**src/rtl/eep_i2c_master.sv**
```systemverilog
// eep_i2c_master: single-byte 24Cxx/X24C01 EEPROM I2C initiator with open-drain SCL/SDA
module eep_i2c_master #(
  parameter int CLK_DIV = 50
) (
  input  logic       clk,
  input  logic       rst_n,
  input  logic [3:0] bram_type,
  input  logic       cmd_req,
  input  logic       cmd_we,
  input  logic [7:0] cmd_addr,
  input  logic [7:0] cmd_dat,
  output logic       busy,
  output logic       done,
  output logic       nack,
  output logic [7:0] rd_dat,
  output logic       scl_out,
  output logic       sda_out,
  input  logic       sda_in
);
  localparam int CW = $clog2(CLK_DIV);
  typedef enum logic [3:0] {IDLE, START, TXBYTE, ACKRX, RSTART, RXBYTE, ACKTX, STOP, FIN} state_t;
  state_t state, nxt;
  logic [CW-1:0] cnt;
  logic [1:0] ph, bcnt;
  logic [2:0] bi;
  logic [7:0] tx, rx, addr, dat;
  logic we, dev, ackb, s1, s2, scl_c, sda_c;
  logic tick, last, samp, hi, on, cmd_dev, more, rs, idle;
  assign tick = cnt == CW'(CLK_DIV - 1);
  assign last = tick && ph == 2'd3;
  assign samp = tick && ph == 2'd1;
  assign hi = ph[0] ^ ph[1];
  assign on = bram_type inside {4'd3, 4'd4, 4'd5};
  assign cmd_dev = bram_type inside {4'd4, 4'd5};
  assign idle = state == IDLE || state == FIN;
  // bcnt indexes the byte just acknowledged: decides whether more address/data bytes follow
  assign more = dev ? (bcnt == 2'd0 || (bcnt == 2'd1 && we)) : (bcnt == 2'd0 && we);
  assign rs = dev && bcnt == 2'd1 && !we;
  always_comb begin
    nxt = state;
    case (state)
      IDLE:          if (cmd_req) nxt = on ? START : FIN;
      START, RSTART: if (last) nxt = TXBYTE;
      TXBYTE:        if (last && bi == 3'd7) nxt = ACKRX;
      ACKRX:         if (last) nxt = ackb ? STOP : more ? TXBYTE : rs ? RSTART : we ? STOP : RXBYTE;
      RXBYTE:        if (last && bi == 3'd7) nxt = ACKTX;
      ACKTX:         if (last) nxt = STOP;
      STOP:          if (last) nxt = FIN;
      default:       nxt = IDLE;
    endcase
  end
  always_comb begin
    scl_c = 1'b1;
    sda_c = 1'b1;
    case (state)
      START:                begin scl_c = ph != 2'd3; sda_c = !ph[1]; end
      RSTART:               begin scl_c = hi; sda_c = !ph[1]; end
      TXBYTE:               begin scl_c = hi; sda_c = tx[7]; end
      ACKRX, RXBYTE, ACKTX: scl_c = hi;
      STOP:                 begin scl_c = ph != 2'd0; sda_c = ph[1]; end
      default:              ;
    endcase
  end
  always_ff @(posedge clk or negedge rst_n)
    if (!rst_n) state <= IDLE;
    else state <= nxt;
  always_ff @(posedge clk or negedge rst_n) begin
    if (!rst_n) begin
      cnt <= '0; ph <= '0; bi <= '0; bcnt <= '0;
      tx <= '0; rx <= '0; addr <= '0; dat <= '0;
      we <= 1'b0; dev <= 1'b0; ackb <= 1'b1; s1 <= 1'b1; s2 <= 1'b1;
      busy <= 1'b0; done <= 1'b0; nack <= 1'b0; rd_dat <= '0;
      scl_out <= 1'b1; sda_out <= 1'b1;
    end else begin
      s1 <= sda_in;
      s2 <= s1;
      scl_out <= scl_c;
      sda_out <= sda_c;
      done <= 1'b0;
      cnt <= (idle || tick) ? '0 : cnt + CW'(1);
      if (tick) ph <= ph + 2'd1;
      if (state == IDLE && cmd_req) begin
        busy <= 1'b1;
        nack <= !on;
        we <= cmd_we;
        dev <= cmd_dev;
        addr <= {cmd_addr[7] & (bram_type == 4'd5), cmd_addr[6:0]};
        dat <= cmd_dat;
        bcnt <= '0;
        bi <= '0;
        tx <= cmd_dev ? 8'hA0 : {cmd_addr[6:0], !cmd_we};
      end
      if (last && (state == TXBYTE || state == RXBYTE)) bi <= bi + 3'd1;
      if (last && state == TXBYTE) tx <= {tx[6:0], 1'b0};
      if (samp && state == RXBYTE) rx <= {rx[6:0], s2};
      if (samp && state == ACKRX) ackb <= s2;
      // preload the following byte unconditionally; unused when the frame turns around or stops
      if (last && state == ACKRX) begin
        nack <= ackb;
        bcnt <= bcnt + 2'd1;
        tx <= (dev && bcnt == 2'd0) ? addr : dat;
      end
      if (last && state == RSTART) tx <= 8'hA1;
      if (last && state == RXBYTE && bi == 3'd7) rd_dat <= rx;
      if (state == FIN) begin
        done <= 1'b1;
        busy <= 1'b0;
      end
    end
  end
endmodule

```
**config.mk**
```make
export PLATFORM = sky130hd
export DESIGN_NAME = eep_i2c_master
export DESIGN_NICKNAME = d
export VERILOG_FILES = /design/src/rtl/eep_i2c_master.sv
export SDC_FILE = /design/constraint.sdc
export NUM_CORES = 1
export LEC_CHECK = 0
export BUFFER_PORTS_ARGS = -buffer_cell sky130_fd_sc_hd__buf_4
export CORE_MARGIN = 2
export CORE_UTILIZATION = 47
export CTS_BUF_LIST = sky130_fd_sc_hd__clkbuf_4 sky130_fd_sc_hd__clkbuf_8
export DETAILED_ROUTE_END_ITERATION = 7
export HOLD_SLACK_MARGIN = 0.15
export PLACE_DENSITY = 0.66
export SLEW_MARGIN = 25
export SYNTH_ARGS = -nofsm -noshare
export SYNTH_HDL_FRONTEND = slang
export SYNTH_SLANG_ARGS = --single-unit
```
**constraint.sdc**
```tcl
create_clock -name clk -period 2.08 [get_ports clk]
set_input_delay 0.208 -clock clk [delete_from_list [all_inputs] [get_ports clk]]
set_output_delay 0.208 -clock clk [all_outputs]
set_load 0.02 [all_outputs]
```
== Word level (Yosys, flattened, before mapping) ==
Cells that the tools add are included.
Storage, ports and cells
  flip-flop bits (word level): 67
  input port bits: 25
  logic and storage cells: 119
Operators by class
  $add $sub $neg: 4
  equality and inequality tests: 24
  mux-type cells: 32
  bitwise logic cells: 2
  reductions and logical operators: 37
Operators with widths (count)
  8-bit two-way mux: 6
  4-bit two-way mux: 8
  4-bit case mux with 7 select lines: 1
  4-bit by 3-bit == test with 1-bit output (second input constant): 6
  1-bit logical AND: 17
  2-bit != test (second input constant): 7
  4-bit by 2-bit == test with 1-bit output (second input constant): 3
  3-bit two-way mux: 4
  2-bit nonzero test: 5
  2-bit two-way mux: 4
  7-bit AND reduction: 1
  6-bit by 1-bit adder with 6-bit output (second input constant): 1
  6-bit == test (second input constant): 1
  1-bit two-way mux: 6
  6-bit two-way mux: 1
  1-bit case mux with 3 select lines: 2
  5-bit OR reduction: 1
  2-bit by 1-bit adder with 2-bit output (second input constant): 2
  2-bit by 1-bit == test with 1-bit output (second input constant): 2
  4-bit by 1-bit == test with 1-bit output (second input constant): 1
  4-bit == test (second input constant): 1
  1-bit logical NOT: 4
  4-bit logical NOT: 1
  1-bit logical OR: 4
  other kinds (10): 10

== Longest topological paths before layout ==
  depth after elaboration: 8
  mapped depth: 7
  gate-level depth less buffers: 6

== Least setup slack after synthesis ==
Ideal clock, no wire load.
  kind: reg2reg
  start point: reg cnt[1]
  end point: reg state[1]
  setup time: 0.126 ns
  arrival: 1.607 ns
  setup slack: 0.347 ns
  stages on the path, launching flop included: 7
  path buffers: 0
  cells stage by stage: dfrtp_1 inv_1 ha_1 nand4b_4 o31ai_1 o221ai_1 o311a_1
On the way
  longest elaborated chain between the ends: 5
RTL lines
  start, declared: RTL line 23  | logic [CW-1:0] cnt;
  start signal, assigned: RTL line 80  | cnt <= (idle || tick) ? '0 : cnt + CW'(1);
  6-bit == test *: RTL line 29  | assign tick = cnt == CW'(CLK_DIV - 1);
  1-bit logical AND *: RTL line 30  | assign last = tick && ph == 2'd3;
  1-bit logical AND: RTL line 44, 46
  2-bit != test (no line)
  7-bit AND reduction (no line) *
  end signal, assigned: RTL line 66  | else state <= nxt;
  end, declared: RTL line 22  | state_t state, nxt;
Mark *: on every way between the ends. The rest lies on a longest branch, timed or not.
A chain may end at the register's enable or synchronous reset.

== Worst setup path after layout ==
  start point: reg cnt[1]
  end point: reg rd_dat[1]
On the way
  longest elaborated chain between the ends: 4
RTL lines
  6-bit == test: RTL line 29
  1-bit logical AND: RTL line 30
  1-bit logical AND (2 in a row): RTL line 104  | if (last && state == RXBYTE && bi == 3'd7) rd_dat <= rx;
  end signal, assigned: RTL line 104
  end, declared: RTL line 15  | output logic [7:0] rd_dat,
Every way passes these cells.

==> metrics.txt <==
status complete, no violations; PwrDens between 600 and 700 nW/µm²; Yosys top cell area share 0.468; max-slew violations 0; leading area contributor after synthesis dfrtp_1; buffers added on ports 37; H-tree Lvls 3; Final Hold Viols 0; min Tclk post-route around 1.9 ns; crit path DAT between 2 and 2.5 ns; count leader, synth nand2_1; Worst Path Required between 2 and 2.5 ns; clk slew on worst S/H paths 0.08 ns; Power, Total around 0.0026 W; # rows 30; Final Skew roughly 0.011 ns; CP max stage delay approximately 0.40 ns; Leak Pwr between 1.5 and 2 nW; Core Area 6790 µm²; CTS Buffer Depth 2; post-synthesis cell type count 54; post-CTS setup buffers 0; Post-DP Area 3750 µm²; Layout Utilization 0.613; Setup TNS 0 ns; Setup crit end kind register; fmax 527 MHz; largest delay contributor family on the critical path simple AND/OR/NAND/NOR gates; hold crit path type in -> reg; Ports 38; worst vdd ir approximately 0.31 mV; Syn-to-layout area delta 25.5%; Worst setup SP type register; total track usage 0.215; critical path peak fanout 10; Syn Inst Count around 320; max-cap viol count 0; First-pass DRT Iterations 4; Slew @ Worst Pin about 0.84 ns; clk root buf clkbuf_8; Synth Register Bits between 60 and 70; RSZ-0062 raised after global routing no; most common library cells after synthesis nand2_1 (71), dfrtp_1 (62), mux2_2 (25); worst skew pair latency around 0.36 ns; Routed Antenna Nets 0; largest net degree at the start of global routing between 60 and 70; DRC viols 0; final setup violation count 0; TritonCTS Sinks between 60 and 70; net count after synthesis roughly 350; Area contributors post-synth dfrtp_1 (47%), mux2_2 (8.5%), nand2_1 (8.0%); number of vias per cell 5.30; height of the die between 80 and 90 µm; antenna violations before repair 0; Die X-Extent 88.0 µm; WS Path Type reg -> reg; Buffers & Inverters on Critical Path 1; Routed WL 7220 µm; vias in the first global route about 2600; register area share after synthesis 0.508; Synth Warn # 0; period utilization 0.912; Post-synth EDFFs 0; Inserted Clock Buffers 9; # diodes 0; CTS tree done; routed vias around 2600; dpl hpwl 4960 µm; Starting Density 0.488; Synth Flop Type dfrtp_1; slowest stage cell, crit path dfrtp_1; mean post-synth cell area roughly 10 µm²; post-synthesis instance area about 3300 µm²; first-pass GRT wire length around 13000 µm; max_slew headroom 0.442; layout cells sized above 1 0.280; Congestion Overflow GR 0; final instance area 4160 µm²; drt wl/cell ~15 µm; hold slack 0.205 ns; FFs w/ async S/R, synth 1.00; Placer Congestion around 0.87; crit path cell chain inv_1, ha_1, nand4b_4, nor3_2, nand4_2, mux2_2; die area about 7700 µm²; First DRT Iteration DRCs ~150; r2r setup slk ~0.18 ns; Nets between 400 and 500
==> power by group <==
group / internal (W) / switching, W
Sequential: 0.00131 / 0.000000924
Combinational: 0.0000547 / 0.0000438
Clock: 0.000680 / 0.000565
==> layer usage <==
layer | up-vias | part of all wire | track usage | routed length [µm]
met5 | - | 0 | 0 | 0
met4 | 0 | 0.018 | 0.0895 | 132
met3 | 12 | 0.035 | 0.0396 | 249
met2 | 43 | 0.45 | 0.320 | 3240
met1 | 1274 | 0.50 | 0.311 | 3590
li1 | 1240 | - | - | -
==> worst reg2reg max path, delay by kind of cell, from the launching register on <==
| kind | cells | cell delay [ns] |
|---|---|---|
| buffers and inverters | 1 | 0.06 |
| muxes | 1 | 0.37 |
| DFF | 1 | 0.40 |
| and+or+nand+nor | 3 | 0.80 |
| adders and majority gates | 1 | 0.18 |
==> sequential cells by signal, indices dropped and copies added, names as in the netlist, 2 cells and up <==
register	cells
addr	8
bcnt	2
bi	3
cnt	6
dat	8
ph	2
rd_dat	8
rx	8
state	4
tx	8
==> path summary, 6_finish.rpt <==
path | start | cells past startpoint | to
max | cnt[1]$_DFF_PN0_ | 6 | rd_dat[1]$_DFFE_PN0P_
min | bram_type[0] | 3 | addr[7]$_DFFE_PN0P_
max reg2reg | cnt[1]$_DFF_PN0_ | 6 | rd_dat[1]$_DFFE_PN0P_
min reg2reg | s1$_DFF_PN1_ | 0 | s2$_DFF_PN1_
max in group asynchronous | rst_n | 2 | nack$_DFFE_PN0P_
min in group asynchronous | rst_n | 2 | dat[7]$_DFFE_PN0P_
==> logic make-up after synthesis <==
kind of cell,after synthesis,share of synthesized area
compound gates,45,0.0970
xor+xnor,6,0.0158
fa+ha+maj,9,0.0340
buf+inv,28,0.0362
flops,67,0.508
mux,29,0.0970
simple gates,135,0.212
==> placed cells by master, fill, tap and decap left out, types with 5 or more instances in the layout <==
master,netlist,routed
clkbuf_8,0,9
a21o_1,6,6
buf_4,2,48
nor2_1,15,15
inv_1,15,15
a21oi_1,5,5
nand3_1,12,12
nand2b_1,5,5
o31ai_1,5,5
mux2_2,25,25
ha_1,9,9
dfstp_2,5,5
nand2_1,71,71
o21ai_0,9,9
dfrtp_1,62,62
nor3_1,6,5
dlygate4sd3_1,0,18
==> what timing repair did <==
item	4_1_cts	5_1_grt
endpoints found under the hold margin	79	0
setup endpoints to repair	0	1
resized for setup	0	1
hold buffers	18	0
==> layout make-up <==
cell class,instances,area (µm²)
Inverter,15,56.3
Multi-Input combinational cell,224,1520
Fill cell,580,2630
Clock inverter,7,100
Sequential cell,67,1680
Clock buffer,9,124
Tap cell,96,120
Timing Repair Buffer,67,561
==> per-stage QoR <==
| stage | setup WS [ns] | cells |
|---|---|---|
| 6_report | 0.183 | 485 |
| 4_1_cts | 0.170 | 485 |
| 3_5_place_dp | 0.164 | 451 |
| 3_3_place_gp | 0.228 | 451 |
| 2_1_floorplan | 0.347 | 319 |
| 5_1_grt | 0.0219 | 485 |
Power figures use the tool's default switching activity.
